[config.mk]
export PLATFORM = sky130hd
export DESIGN_NAME = b1_demux_1_3_rr_dist
export DESIGN_NICKNAME = d
export VERILOG_FILES = /design/src/rtl/b1_demux_1_3_rr_dist.sv
export SDC_FILE = /design/constraint.sdc
export NUM_CORES = 1
export LEC_CHECK = 0
export CAP_MARGIN = 20
export CORE_MARGIN = 10
export CORE_UTILIZATION = 50
export DETAILED_ROUTE_END_ITERATION = 10
export PLACE_DENSITY = 0.82
export SLEW_MARGIN = 10
export SYNTH_ARGS = -nofsm -noshare
export SYNTH_HDL_FRONTEND = slang
export SYNTH_SLANG_ARGS = --single-unit
[constraint.sdc]
create_clock -name clk -period 3.1 [get_ports clk]
set_input_delay 0.62 -clock clk [delete_from_list [all_inputs] [get_ports clk]]
set_output_delay 0.62 -clock clk [all_outputs]
set_load 0.005 [all_outputs]
[src/rtl/b1_demux_1_3_rr_dist.sv]
// b1_demux_1_3_rr_dist
//   Sequential front end for a 1-to-3 bit demultiplexer stage. Accepts 1-bit
//   items over a valid/ready handshake and distributes them round-robin over
//   three channels, skipping channels disabled in en_mask. Each channel owns a
//   one-entry registered slot with its own valid/ready. The current select
//   code is exported so a combinational 1-to-3 demux can follow in lock-step.
//
// Ports
//   clk, rst            clock; synchronous active-high reset
//   din, din_vld        input item and its valid
//   din_rdy             item accepted this cycle when din_vld & din_rdy
//   en_mask[2:0]        per-channel enable, sampled every cycle
//   sel[1:0]            channel receiving the next accepted item (0..2)
//   dout0..2, vld0..2   registered channel slots
//   rdy0..2             downstream pop (pop = vldi & rdyi)
//   drop_cnt[CNT_W-1:0] saturating count of items discarded with en_mask == 0
module b1_demux_1_3_rr_dist #(
  parameter int unsigned CNT_W = 8
) (
  input  logic             clk,
  input  logic             rst,
  input  logic             din,
  input  logic             din_vld,
  output logic             din_rdy,
  input  logic [2:0]       en_mask,
  output logic [1:0]       sel,
  output logic             dout0,
  output logic             dout1,
  output logic             dout2,
  output logic             vld0,
  output logic             vld1,
  output logic             vld2,
  input  logic             rdy0,
  input  logic             rdy1,
  input  logic             rdy2,
  output logic [CNT_W-1:0] drop_cnt
);

  typedef enum logic [1:0] {
    PTR_CH0 = 2'd0,
    PTR_CH1 = 2'd1,
    PTR_CH2 = 2'd2
  } ptr_e;

  ptr_e             r_ptr;
  ptr_e             w_ptr_nxt;
  logic [1:0]       w_sel;
  logic [2:0]       r_vld;
  logic [2:0]       r_dout;
  logic [2:0]       w_rdy;
  logic [2:0]       w_pop;
  logic [2:0]       w_fill;
  logic             w_any_en;
  logic             w_xfer;
  logic             w_load;
  logic             w_drop;
  logic [CNT_W-1:0] r_drop_cnt;

  assign w_rdy    = {rdy2, rdy1, rdy0};
  assign w_any_en = |en_mask;

  // First enabled channel at or after the pointer; falls back to the pointer
  // itself when every channel is disabled (drop mode).
  always_comb begin
    w_sel = r_ptr;
    case (r_ptr)
      PTR_CH0: begin
        if      (en_mask[0]) w_sel = 2'd0;
        else if (en_mask[1]) w_sel = 2'd1;
        else if (en_mask[2]) w_sel = 2'd2;
      end
      PTR_CH1: begin
        if      (en_mask[1]) w_sel = 2'd1;
        else if (en_mask[2]) w_sel = 2'd2;
        else if (en_mask[0]) w_sel = 2'd0;
      end
      PTR_CH2: begin
        if      (en_mask[2]) w_sel = 2'd2;
        else if (en_mask[0]) w_sel = 2'd0;
        else if (en_mask[1]) w_sel = 2'd1;
      end
      default: w_sel = 2'd0;
    endcase
  end

  // A full slot that is popped this cycle may be refilled in the same cycle.
  always_comb begin
    din_rdy = 1'b0;
    if (!rst) din_rdy = w_any_en ? (!r_vld[w_sel] | w_rdy[w_sel]) : 1'b1;
  end

  assign w_xfer = din_vld & din_rdy;
  assign w_load = w_xfer & w_any_en;
  assign w_drop = w_xfer & ~w_any_en;
  assign w_fill = w_load ? (3'b001 << w_sel) : '0;
  assign w_pop  = r_vld & w_rdy;

  always_comb begin
    w_ptr_nxt = r_ptr;
    if (w_load) begin
      case (w_sel)
        2'd0:    w_ptr_nxt = PTR_CH1;
        2'd1:    w_ptr_nxt = PTR_CH2;
        default: w_ptr_nxt = PTR_CH0;
      endcase
    end
  end

  always_ff @(posedge clk) begin
    if (rst) r_ptr <= PTR_CH0;
    else     r_ptr <= w_ptr_nxt;
  end

  // Refill takes priority over pop so a simultaneous pop+refill keeps vld high.
  always_ff @(posedge clk) begin
    if (rst) begin
      r_vld  <= '0;
      r_dout <= '0;
    end else begin
      for (int unsigned i = 0; i < 3; i++) begin
        if (w_fill[i]) begin
          r_vld[i]  <= 1'b1;
          r_dout[i] <= din;
        end else if (w_pop[i]) begin
          r_vld[i]  <= 1'b0;
          r_dout[i] <= 1'b0;
        end
      end
    end
  end

  always_ff @(posedge clk) begin
    if (rst)                                r_drop_cnt <= '0;
    else if (w_drop && (r_drop_cnt != '1))  r_drop_cnt <= r_drop_cnt + 1'b1;
  end

  assign sel      = w_sel;
  assign dout0    = r_dout[0];
  assign dout1    = r_dout[1];
  assign dout2    = r_dout[2];
  assign vld0     = r_vld[0];
  assign vld1     = r_vld[1];
  assign vld2     = r_vld[2];
  assign drop_cnt = r_drop_cnt;

endmodule
==> results.cfg, run 1 <==
[run_status]
status = finished clean

[routing]
vias = 1003
wl_per_cell_um = 13.7
antenna_left = 0
totalWireLength_mm = 2.50
first_iter_violations = 25
firstDrtPassIters = 4
drc = 0
viasPerCell = 5.48

[floorplan]
core_mm2 = 0.00192
pin_count = 27
start_util_pct = 51.3
rows = 16
dieArea_mm2 = 0.00415
die_w_um = 64.4
die_h_um = 64.4

[setup_path]
worstPathArrival_ns = 2.33
worstSetupPathType = in -> out
slowest_stage = clkdlybuf4s50_1
end_kind = primary output
crit_chain = clkdlybuf4s50_1 -> buf_4 -> nand3b_1 -> o21ai_2 -> a211o_1 -> a21oi_1 -> nor2_1 -> dlygate4sd2_1
r2r_slack_ns = 1.26
rr_worst_depth = 6
worstSetupStartpoint = en_mask[1]
r2r_start = r_ptr[0]
critPathMaxStageDelay_ns = 0.54
required_ns = 2.48
critPathMaxFanout = 5
r2r-end = r_dout[1]
critPathLaunchType = input port

[cells_and_area]
fin_util_pct = 70.4
syn_to_final_growth_pct = 37.3
fin_nets = 169
final_cells = 183
drive_gt1_share_pct = 15.4
diodes = 0

[logic_synthesis]
ys_async_sr_fraction_pct = 0
ys_top_cells_by_area = dfxtp_1 32%, nand2_1 5.3%, a21oi_1 5.1%, nor2_1 4.6%, mux2i_1 4.1%
synth_cell_types = 36
synth_edf_count = 0
synth_top_area_share_pct = 32.5
syn_area_per_cell_um2 = 8.22
syn_nets = 131
ys.flop_type = dfxtp_1
yosys_warnings = 0
synth_top_area_cell = dfxtp_1
synth_cells = 120
yosysSeqAreaShare_pct = 32.5
ys_ff_latch = 16
synthesis.area_um2 = 986

[sta]
skew_ns = 0.00535
maxSlewViolCount = 0
slew_headroom_pct = 63.9
rsz0062_at_grt = no
max_freq_ghz = 0.339
min_period_over_period_pct = 95.2
period_minus_slack_ns = 2.95
postLayoutSetupSlackWorst_ns = 0.148
tns_ns = 0
setup_viol = 0
max_slew.worst_pin.slew_ns = 0.540
finalHoldViolCount = 0

[grt]
grt_use_total_pct = 12.3
grt_pass1_vias = 965
antenna_found_initial = 0
grt_pass1_wl_mm = 4.26
grt_max_degree = 14
grt_overflow_total = 0

[hold_path]
worstHoldStart = r_dout[0]
hp-class = reg -> reg
holdPathEnd = r_dout[0]
hold-path-cell-count = 2

[clock_network]
clkTransAtPathRegs_ns = 0.09
cts_max_level = 1
clk_path_buf_depth = 2
postCtsSetupRepairBufs = 0
cts_tree = yes
clock-root-buffer = clkbuf_4
clk_latency_ns = 0.28
cts_buffers = 3
cts_sinks = 16
postCtsHoldBufs = 0

[placed_design]
dp.cells = 180
pre_cts_slack_ns = -0.0745
port-buffer-count = 26
hpwlAfterDp_mm = 2.02
gp_congestion = 0.867

[power]
leakagePower_nw = 0.524
power.density_mw_per_mm2 = 322
vdd_ir_drop_max_mv = 0.275
power_w = 0.000436

[flow_run]
maxCapViolations = 0
[worst max-delay path, delay by kind of cell]
kind                   cells  cell delay [ns]
AO/OA/AOI/OAI              3             0.57
AND/OR/NAND/NOR            2             0.17
buffers and inverters      3             0.98
[area by class of cell]
class                           instances  area, um2
Fill cell                             167        568
Multi-Input combinational cell         93        598
Sequential cell                        16        320
Inverter                                5       18.8
Timing Repair Buffer                   39        360
Clock buffer                            3       22.5
Tap cell                               27       33.8
[worst max-delay path by stage]
stage | cells after the start | slack (ns) | endpoint
after floorplan | 7 | 0.87 | din_rdy
after global placement | 9 | -0.07 | din_rdy
after detailed placement | 9 | -0.07 | din_rdy
after CTS | 6 | 0.14 | sel[0]
after global routing | 8 | 0.02 | din_rdy
final | 8 | 0.15 | din_rdy
[routing by layer]
layer | share of wire, % | vias to the layer above | global-route usage [%]
met5 | 0 | - | 0
met3 | 7.0 | 4 | 4.70
met4 | 1.0 | 0 | 4.81
met2 | 52 | 21 | 21.8
met1 | 39 | 476 | 12.7
li1 | - | 502 | -
[cells by family after synthesis]
group                    after synthesis  synth area share [%]
AND/OR/NAND/NOR                       54                  31.1
AO/OA/AOI/OAI                         30                  20.7
flip-flops                            16                  32.5
buffers and inverters                 11                  6.85
XOR/XNOR                               4                  3.55
multiplexers                           4                  4.06
adder cells (fa/ha/maj)                1                  1.27
[where the power goes]
group / switching, W / leakage [nW] / internal [W] / total [W]
Clock: 0.0000616 / 0.0138 / 0.0000451 / 0.000107
Combinational: 0.0000465 / 0.380 / 0.0000595 / 0.000106
Sequential: 0.0000118 / 0.130 / 0.000212 / 0.000224
Total: 0.000120 / 0.524 / 0.000317 / 0.000436
[cell usage in the layout (no fill, tap or decap), drive strengths merged, types with 5 or more instances in the layout]
cell           instances
inv                    5
nand3                  6
a21oi                 10
clkdlybuf4s50         25
nor2                  12
buf                   13
o21ai                  9
dfxtp                 16
nand2                 14
[cell usage after synthesis, drive strengths merged (3+ instances only)]
library cell,count
inv,5
mux2i,4
xor2,3
o21ai,9
nand2b,3
nor2,12
a21oi,10
nor2b,3
o211ai,3
nor3b,4
nand4,4
dfxtp,16
nand2,14
buf,5
nand3,6
[per-stage QoR]
| stage | hold slack (ns) | instance area, um2 |
|---|---|---|
| 6_report | 0.484 | 1350 |
| 5_1_grt | 0.509 | 1350 |
| 4_1_cts | 0.492 | 1350 |
| 3_5_place_dp | 0.479 | 1330 |
| 3_3_place_gp | 0.461 | 1330 |
| 2_1_floorplan | 0.467 | 986 |
[flip-flops by register name, indices dropped and copies added (netlist names)]
register	count
r_ptr	2
r_vld	3
drop_cnt	8
r_dout	3
[repair_timing]
action	4_1_cts	5_1_grt
endpoints found under the setup margin	1	0
endpoints found under the hold margin	0	0
gates resized for setup	2	0
Note: power is estimated with default switching activity, not from simulation.
==> run 2: changes to the inputs <==
--- a/config.mk
+++ b/config.mk
@@ -5,6 +5,7 @@
 export SDC_FILE = /design/constraint.sdc
 export NUM_CORES = 1
 export LEC_CHECK = 0
+export ABC_AREA = 0
 export CAP_MARGIN = 20
 export CORE_MARGIN = 10
 export CORE_UTILIZATION = 50
==> results of run 2 <==
No change in the layout: final DEF, timing and power equal those of run 1.
